--- src/rtl/mvm_pkg.sv ---
// rtl/mvm_pkg.sv - shared types, derivations and helpers for the mvm scheduler
package mvm_pkg;

  typedef enum logic [1:0] {
    IDLE    = 2'd0,
    RUN     = 2'd1,
    CAPTURE = 2'd2,
    ABORT   = 2'd3
  } state_t;

  // Ceiling log2, with a minimum of zero; used for index and counter widths.
  function automatic int log2(input int v);
    int r;
    r = 0;
    for (int i = 0; i < 31; i++) begin
      if ((1 << i) < v) r = i + 1;
    end
    return r;
  endfunction

  function automatic int calc_bitwidth(input int qn, input int qm);
    return qn + qm + 1;
  endfunction

  function automatic int calc_layer_bitwidth(input int qn, input int qm, input int nrow);
    return calc_bitwidth(qn, qm) * nrow;
  endfunction

  function automatic int calc_pass_len(input int ncol, input int dsp_per_row);
    return ncol * dsp_per_row;
  endfunction

endpackage

--- src/rtl/rr_arbiter.sv ---
// rtl/rr_arbiter.sv - combinational round-robin pick starting at a pointer
module rr_arbiter #(
  parameter int N_REQ = 4,
  parameter int SEL_W = 2
) (
  input  logic [N_REQ-1:0] req,
  input  logic [SEL_W-1:0] pointer,
  input  logic             enable,
  output logic [N_REQ-1:0] onehot,
  output logic [SEL_W-1:0] index,
  output logic             valid
);

  function automatic int wrap_idx(input int base, input int offs);
    return (base + offs) % N_REQ;
  endfunction

  // First set bit at or after the pointer wins; later candidates are masked by valid.
  always_comb begin
    onehot = '0;
    index  = '0;
    valid  = 1'b0;
    for (int i = 0; i < N_REQ; i++) begin
      if (enable && !valid && req[wrap_idx(int'(pointer), i)]) begin
        valid = 1'b1;
        onehot[wrap_idx(int'(pointer), i)] = 1'b1;
        index = SEL_W'(wrap_idx(int'(pointer), i));
      end
    end
  end

endmodule

--- src/rtl/mvm_scheduler.sv ---
// rtl/mvm_scheduler.sv - shares one dot_prod engine among requesters, one pass per grant
module mvm_scheduler
  import mvm_pkg::*;
#(
  parameter int N_REQ         = 4,
  parameter int NROW          = 16,
  parameter int NCOL          = 16,
  parameter int QN            = 6,
  parameter int QM            = 11,
  parameter int DSP48_PER_ROW = 2,
  localparam int BITWIDTH       = calc_bitwidth(QN, QM),
  localparam int LAYER_BITWIDTH = calc_layer_bitwidth(QN, QM, NROW),
  localparam int SEL_W          = log2(N_REQ),
  localparam int PASS_LEN       = calc_pass_len(NCOL, DSP48_PER_ROW),
  localparam int WD_LIMIT       = PASS_LEN + 4
) (
  input  logic                      clk,
  input  logic                      reset,
  input  logic [N_REQ-1:0]          req,
  output logic [N_REQ-1:0]          grant,
  output logic [N_REQ-1:0]          done,
  output logic                      err,
  output logic                      busy,
  output logic [SEL_W-1:0]          weight_sel,
  output logic                      eng_reset,
  input  logic                      eng_data_ready,
  input  logic [LAYER_BITWIDTH-1:0] eng_output_vector,
  output logic [LAYER_BITWIDTH-1:0] result_vector,
  output logic                      result_valid
);

  localparam int WD_W = log2(WD_LIMIT + 1);

  state_t                    state_q, state_d;
  logic [N_REQ-1:0]          grant_q;
  logic [SEL_W-1:0]          sel_q;
  logic [SEL_W-1:0]          ptr_q;
  logic [WD_W-1:0]           wd_q;
  logic [LAYER_BITWIDTH-1:0] result_q;

  logic [N_REQ-1:0] arb_onehot;
  logic [SEL_W-1:0] arb_index;
  logic             arb_valid;
  logic [SEL_W-1:0] next_ptr;

  rr_arbiter #(
    .N_REQ (N_REQ),
    .SEL_W (SEL_W)
  ) u_arb (
    .req     (req),
    .pointer (ptr_q),
    .enable  (state_q == IDLE),
    .onehot  (arb_onehot),
    .index   (arb_index),
    .valid   (arb_valid)
  );

  // The winner drops to lowest priority for the next arbitration.
  assign next_ptr = (arb_index == SEL_W'(N_REQ - 1)) ? '0 : arb_index + 1'b1;

  always_ff @(posedge clk) begin
    if (!reset) begin
      state_q  <= IDLE;
      grant_q  <= '0;
      sel_q    <= '0;
      ptr_q    <= '0;
      wd_q     <= '0;
      result_q <= '0;
    end else begin
      state_q <= state_d;
      case (state_q)
        IDLE: begin
          if (arb_valid) begin
            grant_q <= arb_onehot;
            sel_q   <= arb_index;
            ptr_q   <= next_ptr;
            wd_q    <= '0;
          end
        end
        RUN: begin
          wd_q <= wd_q + 1'b1;
          if (eng_data_ready) result_q <= eng_output_vector;
        end
        CAPTURE, ABORT: begin
          grant_q <= '0;
        end
        default: begin
          grant_q <= '0;
        end
      endcase
    end
  end

  // Data is checked before the watchdog so a result arriving on the last cycle still counts.
  always_comb begin
    state_d      = state_q;
    done         = '0;
    err          = 1'b0;
    busy         = 1'b1;
    eng_reset    = 1'b1;
    result_valid = 1'b0;
    case (state_q)
      IDLE: begin
        busy = 1'b0;
        if (arb_valid) state_d = RUN;
      end
      RUN: begin
        eng_reset = 1'b0;
        if (eng_data_ready) state_d = CAPTURE;
        else if (wd_q == WD_W'(WD_LIMIT)) state_d = ABORT;
      end
      CAPTURE: begin
        done         = grant_q;
        result_valid = 1'b1;
        state_d      = IDLE;
      end
      ABORT: begin
        err     = 1'b1;
        state_d = IDLE;
      end
      default: begin
        state_d = IDLE;
      end
    endcase
  end

  assign grant         = grant_q;
  assign weight_sel    = sel_q;
  assign result_vector = result_q;

endmodule
--- config.mk ---
export PLATFORM = sky130hd
export DESIGN_NAME = mvm_scheduler
export DESIGN_NICKNAME = d
export VERILOG_FILES = /design/src/rtl/mvm_pkg.sv /design/src/rtl/rr_arbiter.sv /design/src/rtl/mvm_scheduler.sv
export SDC_FILE = /design/constraint.sdc
export NUM_CORES = 1
export LEC_CHECK = 0
export ABC_AREA = 1
export BUFFER_PORTS_ARGS = -buffer_cell sky130_fd_sc_hd__buf_4
export CAP_MARGIN = 10
export CORE_AREA = 2 2 231 233
export DETAILED_ROUTE_END_ITERATION = 16
export DIE_AREA = 0 0 233 235
export HOLD_SLACK_MARGIN = 0.06
export PLACE_DENSITY_LB_ADDON = 0.05
export SLEW_MARGIN = 30
export SYNTH_ARGS = -nofsm -noshare
export SYNTH_HDL_FRONTEND = slang
export SYNTH_SLANG_ARGS = --single-unit
export TNS_END_PERCENT = 20
--- constraint.sdc ---
create_clock -name clk -period 2.2 [get_ports clk]
set_input_delay 0.33 -clock clk [delete_from_list [all_inputs] [get_ports clk]]
set_output_delay 0.33 -clock clk [all_outputs]
set_load 0.01 [all_outputs]
==> results of run 1 <==
==> cells in the final DEF, fill, tap and decap left out, types with 5 or more instances in the layout <==
cell type	count
a21oi_1	301
buf_12	14
buf_4	606
clkbuf_1	6
clkbuf_16	41
clkbuf_8	13
clkinv_2	6
dfxtp_1	304
dlygate4sd3_1	278
ha_1	8
inv_1	27
nand2_1	343
nand3_1	305
nor2_1	14
o21ai_0	5
==> how the worst max path moves through the flow <==
stage,end,slack (ps),depth (start not counted)
floorplan,ptr_q[1],200,13
global placement,ptr_q[1],140,13
detailed placement,ptr_q[1],110,13
CTS,ptr_q[1],110,13
global route,ptr_q[1],30,13
finish,eng_reset,260,4
==> worst max-delay path, delay by kind of cell, from the launching register on <==
family        cells  cell delay (ps)
flops             1              390
simple gates      1              220
buf+inv           3              460
==> per-layer routing <==
| layer | track usage (%) | part of all wire [%] | wire length [um] |
|---|---|---|---|
| met1 | 20.5 | 40 | 20400 |
| met2 | 31.2 | 49 | 25300 |
| met3 | 6.46 | 8.4 | 4340 |
| met4 | 5.56 | 2.7 | 1420 |
| met5 | 0 | 0.025 | 13 |
==> final cells by class <==
cell class | instances | share of cell area, %
inverters | 31 | 0.596
multi-input cells | 1006 | 22.9
flip-flops and latches | 304 | 29.3
diodes | 1 | 0.0120
well taps | 688 | 4.14
repair buffers | 899 | 36.7
clock buffers | 60 | 5.90
clock inverters | 9 | 0.469
==> power by group <==
part	internal [mW]	leakage, nW	switching [mW]	total, mW
sequential	6.32	2.48	0.456	6.78
clock	4.06	0.658	2.55	6.61
combinational	2.86	5.74	3.93	6.79
==> timing repair <==
action	in CTS	in global routing
endpoints found under the setup margin	0	12
hold buffers	278	0
hold endpoints to repair	281	0
setup buffers	0	0
gates resized for setup	0	4
==> sequential cells by signal (all words and copies together) (netlist names), named ones only <==
register and cells:
wd_q 6, result_vector 288, ptr_q 1, weight_sel 2, state_q 2, grant 4
==> kinds of logic (layout without fill, tap and decap cells) <==
family	Yosys count	count (layout)	share of synthesized area, %
buffers and inverters	159	999	5.79
and+or+nand+nor	686	686	26.5
adders and majority gates	9	9	0.981
other	0	1	0
AOI/OAI and AO/OA	311	311	13.7
DFF	304	304	53.0
==> per-stage QoR <==
step	total power, mW	hold WS, ps	setup slack [ps]	area [um2]	std cells
detailed placement	13.3	453	115	16700	2650
global placement	13.3	449	144	16700	2650
finish	20.2	88.5	259	20800	2998
CTS	20.5	60.5	111	20800	2997
floorplan	10.3	469	200	11500	1469
global route	21.4	87.2	29.5	20800	2997
==> results.sh, run 1 <==
export IMPL_outcome="finished clean"
export IMPL_async_reset_ff_share_pct=0
export IMPL_worstSkewPairLatency_ps=540
export IMPL_flow_area_growth_from_synthesis_pct=81.1
export IMPL_setup_tns_final_ps=0
export IMPL_slew_limit_fails=0
export IMPL_critPathKind="register to primary output"
export IMPL_min_from="eng_output_vector[161]"
export IMPL_max_slew_worst_pin_slew_ps=639
export IMPL_die_area_um2=54800
export IMPL_synthesis_yosys_warnings=0
export IMPL_clkSinkCount=304
export IMPL_crit_path_max_fanout=5
export IMPL_r2r_end="ptr_q[1]"
export IMPL_tot_gr_track_use_pct=18.0
export IMPL_final_period_utilization_pct=88.2
export IMPL_yosys_cell_count_top_type="nand2_1"
export IMPL_synth_cell_type_count=24
export IMPL_register_area_um2=6090
export IMPL_global_route_overflow_total=0
export IMPL_drt_wl_total_um=51500
export IMPL_cts_max_path_bufs=3
export IMPL_synthDominantCellAreaShare_pct=53.0
export IMPL_critical_path_startpoint="state_q[0]"
export IMPL_synth_edff_count=0
export IMPL_drt_initial_drc_count=581
export IMPL_drtAntennaViolNets=0
export IMPL_fp_coreArea_um2=52200
export IMPL_maximum_number_of_pins_on_one_net_before_global_route_repair=130
export IMPL_grt_first_pass_wirelength_um=77900
export IMPL_postSynthRegisterBits=304
export IMPL_dp_hpwl_um=34800
export IMPL_initial_core_util_pct=22.0
export IMPL_postSynthNetCount=1773
export IMPL_cts_reportedPaths_clkPinSlew_ps=60
export IMPL_dominantRegCellSynth="dfxtp_1"
export IMPL_timing_slew_headroom_pct=57.4
export IMPL_tritoncts="yes"
export IMPL_yosysSeqAreaShare_pct=53.0
export IMPL_finish_utilization_pct=39.8
export IMPL_drt_first_pass_iters=4
export IMPL_synth_area_leader_cell="dfxtp_1"
export IMPL_start_kind="register"
export IMPL_final_layout_size_suffix_gt1_share_pct=30.7
export IMPL_cp_common_cell="inv_1"
export IMPL_worst_setup_path_end_kind="primary output"
export IMPL_timing_critical_path_slowest_stage_cell="dfxtp_1"
export IMPL_die_width_um=233
export IMPL_synth_top_cells_by_count="nand2_1, nand3_1, dfxtp_1"
export IMPL_critical_path_arrival_ps=1610
export IMPL_postSynthCellCount=1469
export IMPL_power_per_cell_area_nw_per_um2=970
export IMPL_cts_buf_count=40
export IMPL_die_h_um=235
export IMPL_fmaxAchievable_mhz=515
export IMPL_power_ir_vdd_worst_mv=0.523
export IMPL_syn_area_um2=11500
export IMPL_grt_antenna_before_repair=2
export IMPL_rsz0062_at_grt="false"
export IMPL_cts_htree_levels=2
export IMPL_avgRoutedWirePerCell_um=17.2
export IMPL_placementRows=84
export IMPL_clock_root_cell="clkbuf_16"
export IMPL_r2r_slack_ps=290
export IMPL_placement_io_buffers=596
export IMPL_required_worst_endpoint_ps=1870
export IMPL_multiInputGateArea_um2=4760
export IMPL_finClkSkew_ps=6.54
export IMPL_drv_max_cap_violation_count=0
export IMPL_syn_mean_instance_area_um2=7.82
export IMPL_hold_depth=3
export IMPL_leakage_nw=8.87
export IMPL_timing_hold_worst_class="primary input to register"
export IMPL_crit_reg2reg_launch="ptr_q[1]"
export IMPL_gp_congestion=0.773
export IMPL_synthTopCellsByArea="dfxtp_1, nand3_1, a21oi_1"
export IMPL_io_pin_count=597
export IMPL_cells_along_the_critical_path="inv_1 > nor2_4 > inv_1 > buf_4"
export IMPL_post_drt_via_cell_ratio=4.38
export IMPL_final_period_minus_worst_setup_slack_ps=1940
export IMPL_design_final_nets=2586
export IMPL_timing_reg2reg_worst_path_depth=12
export IMPL_worst_min_delay_path_endpoint="result_vector[161]"
export IMPL_final_setup_viol_count=0
export IMPL_timing_critical_path_slowest_cell_delay_ps=390
export IMPL_vias_in_the_first_global_route=13196
export IMPL_layout_filler_cells=5416
export IMPL_final_hold_viol_count=0
export IMPL_vias=13117
export IMPL_detail_route_drc_violations=0
Note: power is estimated with default switching activity, not from simulation.
==> run 2: changes to the inputs <==
--- a/config.mk
+++ b/config.mk
@@ -8,13 +8,14 @@
 export ABC_AREA = 1
 export BUFFER_PORTS_ARGS = -buffer_cell sky130_fd_sc_hd__buf_4
 export CAP_MARGIN = 10
-export CORE_AREA = 2 2 231 233
+export CORE_AREA = 2 2 230 232
 export DETAILED_ROUTE_END_ITERATION = 16
-export DIE_AREA = 0 0 233 235
+export DIE_AREA = 0 0 232 234
 export HOLD_SLACK_MARGIN = 0.06
 export PLACE_DENSITY_LB_ADDON = 0.05
 export SLEW_MARGIN = 30
 export SYNTH_ARGS = -nofsm -noshare
 export SYNTH_HDL_FRONTEND = slang
+export SYNTH_HIERARCHICAL = 1
 export SYNTH_SLANG_ARGS = --single-unit
 export TNS_END_PERCENT = 20
==> run 2 against run 1 <==
Effect of this change:
- first-iteration DRC count grew 18%
- die area shrank 0.85%
- count of clock-buffer cells in the layout grew 3
- worst hold slack gained 12 ps
- register-to-register slack lost 100 ps
- flip-flop and latch count is the same
- wire length grew 2.2%
==> results.sh, run 2 <==
export IMPL_avgRoutedWirePerCell_um=17.4
export IMPL_dominantRegCellSynth="dfxtp_1"
export IMPL_timing_reg2reg_worst_path_depth=12
export IMPL_drt_first_pass_iters=4
export IMPL_finClkSkew_ps=10.5
export IMPL_global_route_overflow_total=0
export IMPL_tot_gr_track_use_pct=18.2
export IMPL_cts_reportedPaths_clkPinSlew_ps=50
export IMPL_postSynthNetCount=1791
export IMPL_timing_hold_worst_class="primary input to register"
export IMPL_die_width_um=232
export IMPL_required_worst_endpoint_ps=1870
export IMPL_post_drt_via_cell_ratio=4.41
export IMPL_maximum_number_of_pins_on_one_net_before_global_route_repair=175
export IMPL_cts_htree_levels=2
export IMPL_clock_root_cell="clkbuf_16"
export IMPL_flow_area_growth_from_synthesis_pct=80.4
export IMPL_hold_depth=3
export IMPL_synth_area_leader_cell="dfxtp_1"
export IMPL_placementRows=84
export IMPL_postSynthRegisterBits=304
export IMPL_slew_limit_fails=0
export IMPL_setup_tns_final_ps=0
export IMPL_drv_max_cap_violation_count=0
export IMPL_yosys_cell_count_top_type="nand2_1"
export IMPL_die_h_um=234
export IMPL_grt_antenna_before_repair=1
export IMPL_worst_min_delay_path_endpoint="result_vector[263]"
export IMPL_power_per_cell_area_nw_per_um2=953
export IMPL_die_area_um2=54300
export IMPL_final_period_minus_worst_setup_slack_ps=2020
export IMPL_syn_area_um2=11600
export IMPL_synthDominantCellAreaShare_pct=52.3
export IMPL_final_setup_viol_count=0
export IMPL_critPathKind="register to primary output"
export IMPL_leakage_nw=8.84
export IMPL_drt_wl_total_um=52700
export IMPL_syn_mean_instance_area_um2=7.83
export IMPL_final_layout_size_suffix_gt1_share_pct=30.8
export IMPL_synth_edff_count=0
export IMPL_timing_slew_headroom_pct=35.0
export IMPL_tritoncts="yes"
export IMPL_rsz0062_at_grt="false"
export IMPL_mostFrequentLayoutCell="buf_4"
export IMPL_dp_hpwl_um=35600
export IMPL_final_hold_viol_count=0
export IMPL_start_kind="register"
export IMPL_synthesis_yosys_warnings=6
export IMPL_clkSinkCount=304
export IMPL_synthTopCellsByArea="dfxtp_1, a21oi_1, nand3_1"
export IMPL_async_reset_ff_share_pct=0
export IMPL_synth_cell_type_count=25
export IMPL_fmaxAchievable_mhz=494
export IMPL_gp_congestion=0.796
export IMPL_final_period_utilization_pct=92.0
export IMPL_drtAntennaViolNets=0
export IMPL_design_final_nets=2619
export IMPL_max_slew_worst_pin_slew_ps=975
export IMPL_vias_in_the_first_global_route=13089
export IMPL_critical_path_arrival_ps=1690
export IMPL_worst_setup_path_end_kind="primary output"
export IMPL_crit_reg2reg_launch="ptr_q[0]"
export IMPL_initial_core_util_pct=22.4
export IMPL_postSynthCellCount=1486
export IMPL_postLayoutCellArea_um2=21000
export IMPL_placedInstanceArea_um2=16800
export IMPL_synth_top_cells_by_count="nand2_1, dfxtp_1, a21oi_1"
export IMPL_cts_buf_count=40
export IMPL_vias=13369
export IMPL_yosysSeqAreaShare_pct=52.3
export IMPL_r2r_end="ptr_q[1]"
export IMPL_drt_initial_drc_count=685
export IMPL_detail_route_drc_violations=0
export IMPL_io_pin_count=597
export IMPL_grt_first_pass_wirelength_um=77700
export IMPL_power_ir_vdd_worst_mv=0.742
export IMPL_largest_register_ff_count=288
export IMPL_fp_coreArea_um2=52000
export IMPL_r2r_slack_ps=190
export IMPL_placement_io_buffers=596
export IMPL_worstSkewPairLatency_ps=540
export IMPL_outcome="finished clean"
export IMPL_crit_path_max_fanout=37
export IMPL_mostFrequentLayoutCells="buf_4, nand2_1, dfxtp_1"
export IMPL_cts_max_path_bufs=3
export IMPL_min_from="eng_output_vector[263]"
-- run 2: changes by cell type in the layout (fill, tap and decap cells not counted), moves of 4 or more --
cell | before | now
nor2_4 | 4 | 0
a21oi_1 | 301 | 296
nor2_1 | 14 | 33
nand3_1 | 305 | 295
clkbuf_1 | 6 | 11
buf_4 | 606 | 618
nor3_2 | 0 | 5
nand4_1 | 3 | 12
inv_1 | 27 | 21
inv_2 | 3 | 8
-- run 2: kinds of logic after synthesis --
family | Yosys count | share of synthesized area (%)
AOI/OAI and AO/OA | 308 | 13.3
adders and majority gates | 10 | 1.08
DFF | 304 | 52.3
buffers and inverters | 159 | 6.06
and+or+nand+nor | 705 | 27.3
-- run 2: final cells by class --
class / instances / area [um2]
antenna: 1 / 2.50
clock buffer: 63 / 1220
clock inverter: 5 / 53.8
fill: 5331 / 31000
inverter: 30 / 120
multi-input combinational: 1023 / 4860
sequential: 304 / 6090
tap: 688 / 861
timing repair buffer: 915 / 7780
-- run 2: critical path, stage by stage (launching register included) --
cell	delay, ps
dfxtp_1	410
inv_2	100
nor2_8	180
buf_16	210
inv_1	80
buf_4	160
-- run 2: repair_timing --
| action | 4_1_cts | 5_1_grt |
|---|---|---|
| hold endpoints to repair | 281 | 0 |
| pin swaps | 0 | 2 |
| cloned | 0 | 1 |
| setup endpoints to repair | 1 | 11 |
| resized for setup | 1 | 5 |
| setup buffers | 0 | 3 |
| hold buffers | 281 | 0 |
-- run 2: routing by layer --
layer	wire, um	GRT usage [%]	part of all wire (%)
met4	1530	5.83	2.9
met2	25200	30.3	48
met3	4410	6.43	8.4
met1	21500	21.8	41
met5	0	0	0
-- run 2: how the worst max path moves through the flow --
stage | from | to
after floorplan | ptr_q[0] | ptr_q[1]
after global placement | ptr_q[0] | ptr_q[1]
after detailed placement | ptr_q[0] | grant[3]
after CTS | state_q[0] | eng_reset
after global routing | ptr_q[0] | ptr_q[1]
final | state_q[0] | eng_reset
-- run 2: through the flow --
stage	utilization, %	power [mW]	hold WS, ps	std cells	setup WS (ps)
2_1_floorplan	-	10.3	469	1486	1.04
3_3_place_gp	32.4	13.2	448	2675	69.8
3_5_place_dp	32.4	13.2	452	2675	63.5
4_1_cts	40.2	20.2	61.1	3024	0.836
5_1_grt	40.3	21.2	90.5	3029	6.12
6_report	40.3	20.0	100	3029	176
-- run 2: report_power, final --
part           switching, mW  internal (mW)
Clock                   2.52           3.89
Sequential             0.438           6.31
Combinational           3.93           2.92
==> run 3: changes to the inputs <==
--- a/config.mk
+++ b/config.mk
@@ -8,11 +8,12 @@
 export ABC_AREA = 1
 export BUFFER_PORTS_ARGS = -buffer_cell sky130_fd_sc_hd__buf_4
 export CAP_MARGIN = 10
-export CORE_AREA = 2 2 230 232
+export CORE_AREA = 5 5 227 229
 export DETAILED_ROUTE_END_ITERATION = 16
 export DIE_AREA = 0 0 232 234
 export HOLD_SLACK_MARGIN = 0.06
 export PLACE_DENSITY_LB_ADDON = 0.05
+export REMOVE_ABC_BUFFERS = 1
 export SLEW_MARGIN = 30
 export SYNTH_ARGS = -nofsm -noshare
 export SYNTH_HDL_FRONTEND = slang
==> run 3 against run 2 <==
Effect of this change:
- flip-flop and latch count stayed put
- design area about the same
- die area did not move
- wire length rose by 4.7%
- count of clock-buffer cells in the layout up 1
- critical path type unchanged
- largest cell class unchanged
==> results.sh, run 3 (same netlist as run 2, synthesis figures left out) <==
export IMPL_outcome="finished clean"
export IMPL_drtAntennaViolNets=0
export IMPL_max_slew_worst_pin_slew_ps=530
export IMPL_layout_filler_cells=5033
export IMPL_dp_hpwl_um=37800
export IMPL_maximum_number_of_pins_on_one_net_before_global_route_repair=97
export IMPL_clkSinkCount=304
export IMPL_drv_max_cap_violation_count=0
export IMPL_register_area_um2=6090
export IMPL_flow_area_growth_from_synthesis_pct=80.4
export IMPL_r2r_slack_ps=180
export IMPL_die_width_um=232
export IMPL_timing_reg2reg_worst_path_depth=11
export IMPL_final_setup_viol_count=0
export IMPL_die_h_um=234
export IMPL_slew_limit_fails=0
export IMPL_critical_path_arrival_ps=1720
export IMPL_multiInputGateArea_um2=4870
export IMPL_largest_register_ff_count=288
export IMPL_initial_core_util_pct=23.5
export IMPL_hold_depth=3
export IMPL_timing_slew_headroom_pct=64.7
export IMPL_holdWs_ps=109
export IMPL_final_period_minus_worst_setup_slack_ps=2050
export IMPL_tritoncts="yes"
export IMPL_power_per_cell_area_nw_per_um2=945
export IMPL_cts_max_path_bufs=3
export IMPL_final_layout_size_suffix_gt1_share_pct=30.3
export IMPL_drt_wl_total_um=55100
export IMPL_placementRows=82
export IMPL_cts_buf_count=40
export IMPL_post_drt_via_cell_ratio=4.50
export IMPL_tot_gr_track_use_pct=19.2
export IMPL_die_area_um2=54300
export IMPL_finClkSkew_ps=25.6
export IMPL_report_power_total_mw=19.8
export IMPL_cts_reportedPaths_clkPinSlew_ps=50
export IMPL_design_final_nets=2621
export IMPL_final_hold_viol_count=0
export IMPL_cts_htree_levels=2
export IMPL_worst_min_delay_path_endpoint="wd_q[5]"
export IMPL_clock_root_cell="clkbuf_16"
export IMPL_fmaxAchievable_mhz=488
export IMPL_leakage_nw=8.82
export IMPL_drt_first_pass_iters=5
export IMPL_min_from="reset"
export IMPL_avgRoutedWirePerCell_um=18.3
export IMPL_drt_initial_drc_count=690
export IMPL_finish_utilization_pct=42.4
export IMPL_global_route_overflow_total=0
export IMPL_mostFrequentLayoutCells="buf_4, nand2_1, dfxtp_1"
export IMPL_detail_route_drc_violations=0
export IMPL_worst_setup_path_end_kind="primary output"
export IMPL_vias_in_the_first_global_route=14078
export IMPL_grt_antenna_before_repair=1
export IMPL_io_pin_count=597
export IMPL_fp_coreArea_um2=49500
export IMPL_placement_io_buffers=596
export IMPL_mostFrequentLayoutCell="buf_4"
export IMPL_final_period_utilization_pct=93.2
export IMPL_crit_reg2reg_launch="ptr_q[0]"
export IMPL_critPathKind="register to primary output"
export IMPL_crit_path_max_fanout=4
export IMPL_required_worst_endpoint_ps=1870
export IMPL_timing_hold_worst_class="primary input to register"
export IMPL_start_kind="register"
export IMPL_gp_congestion=0.802
export IMPL_r2r_end="ptr_q[1]"
export IMPL_vias=13600
export IMPL_grt_first_pass_wirelength_um=82800
export IMPL_power_ir_vdd_worst_mv=0.527
export IMPL_worstSkewPairLatency_ps=560
## run 3: through the flow
stage,TNS [ps],cell area [um2],worst slack [ps],instances
final,0,21000,150,3019
after global routing,-3.39,21000,-3.39,3017
after CTS,0,21000,30.1,3016
after detailed placement,0,16800,62.5,2657
after global placement,0,16800,96.0,2657
after floorplan,-1088450,11000,-3750,1357
## run 3: how the worst max path moves through the flow
| stage | end | from | cells past startpoint |
|---|---|---|---|
| global route | weight_sel[1] | ptr_q[0] | 11 |
| CTS | grant[3] | ptr_q[0] | 11 |
| global placement | ptr_q[1] | ptr_q[0] | 10 |
| floorplan | result_vector[0] | state_q[0] | 5 |
| finish | done[0] | state_q[1] | 6 |
| detailed placement | grant[3] | ptr_q[0] | 10 |
## run 3: worst max-delay path, stage by stage (launching register included)
cell and delay (ps):
dfxtp_1 320, buf_4 160, inv_1 60, nor2_1 250, inv_1 140, nor2_1 120, buf_4 130
## run 3: cell type report
type                       instances  share of cell area, %
inverter                          30                  0.572
timing repair buffer             917                   37.4
multi-input combinational       1023                   23.2
clock inverter                     6                  0.286
clock buffer                      64                   5.48
tap                              672                   4.01
antenna                            3                 0.0358
sequential                       304                   29.0
## run 3: layer usage
metal | share of wire, % | GRT usage (%) | vias to the layer above
met5 | 0 | 0 | -
met2 | 50 | 33.2 | 425
li1 | - | - | 6666
met1 | 38 | 21.9 | 6397
met4 | 4.2 | 7.92 | 0
met3 | 7.7 | 6.33 | 112
## run 3: timing repair
action | 4_1_cts | 5_1_grt
setup endpoints to repair | 1 | 14
pin swaps | 1 | 0
endpoints found under the hold margin | 287 | 0
setup buffers | 1 | 0
hold buffers | 287 | 0
gates resized for setup | 1 | 6
gates cloned | 1 | 0
## run 3: power breakdown
group | internal, mW | total (mW) | switching, mW | leakage [nW]
Clock | 3.59 | 6.13 | 2.54 | 0.590
Sequential | 6.31 | 6.75 | 0.446 | 2.47
Combinational | 2.96 | 6.95 | 3.99 | 5.76
Total | 12.9 | 19.8 | 6.97 | 8.82
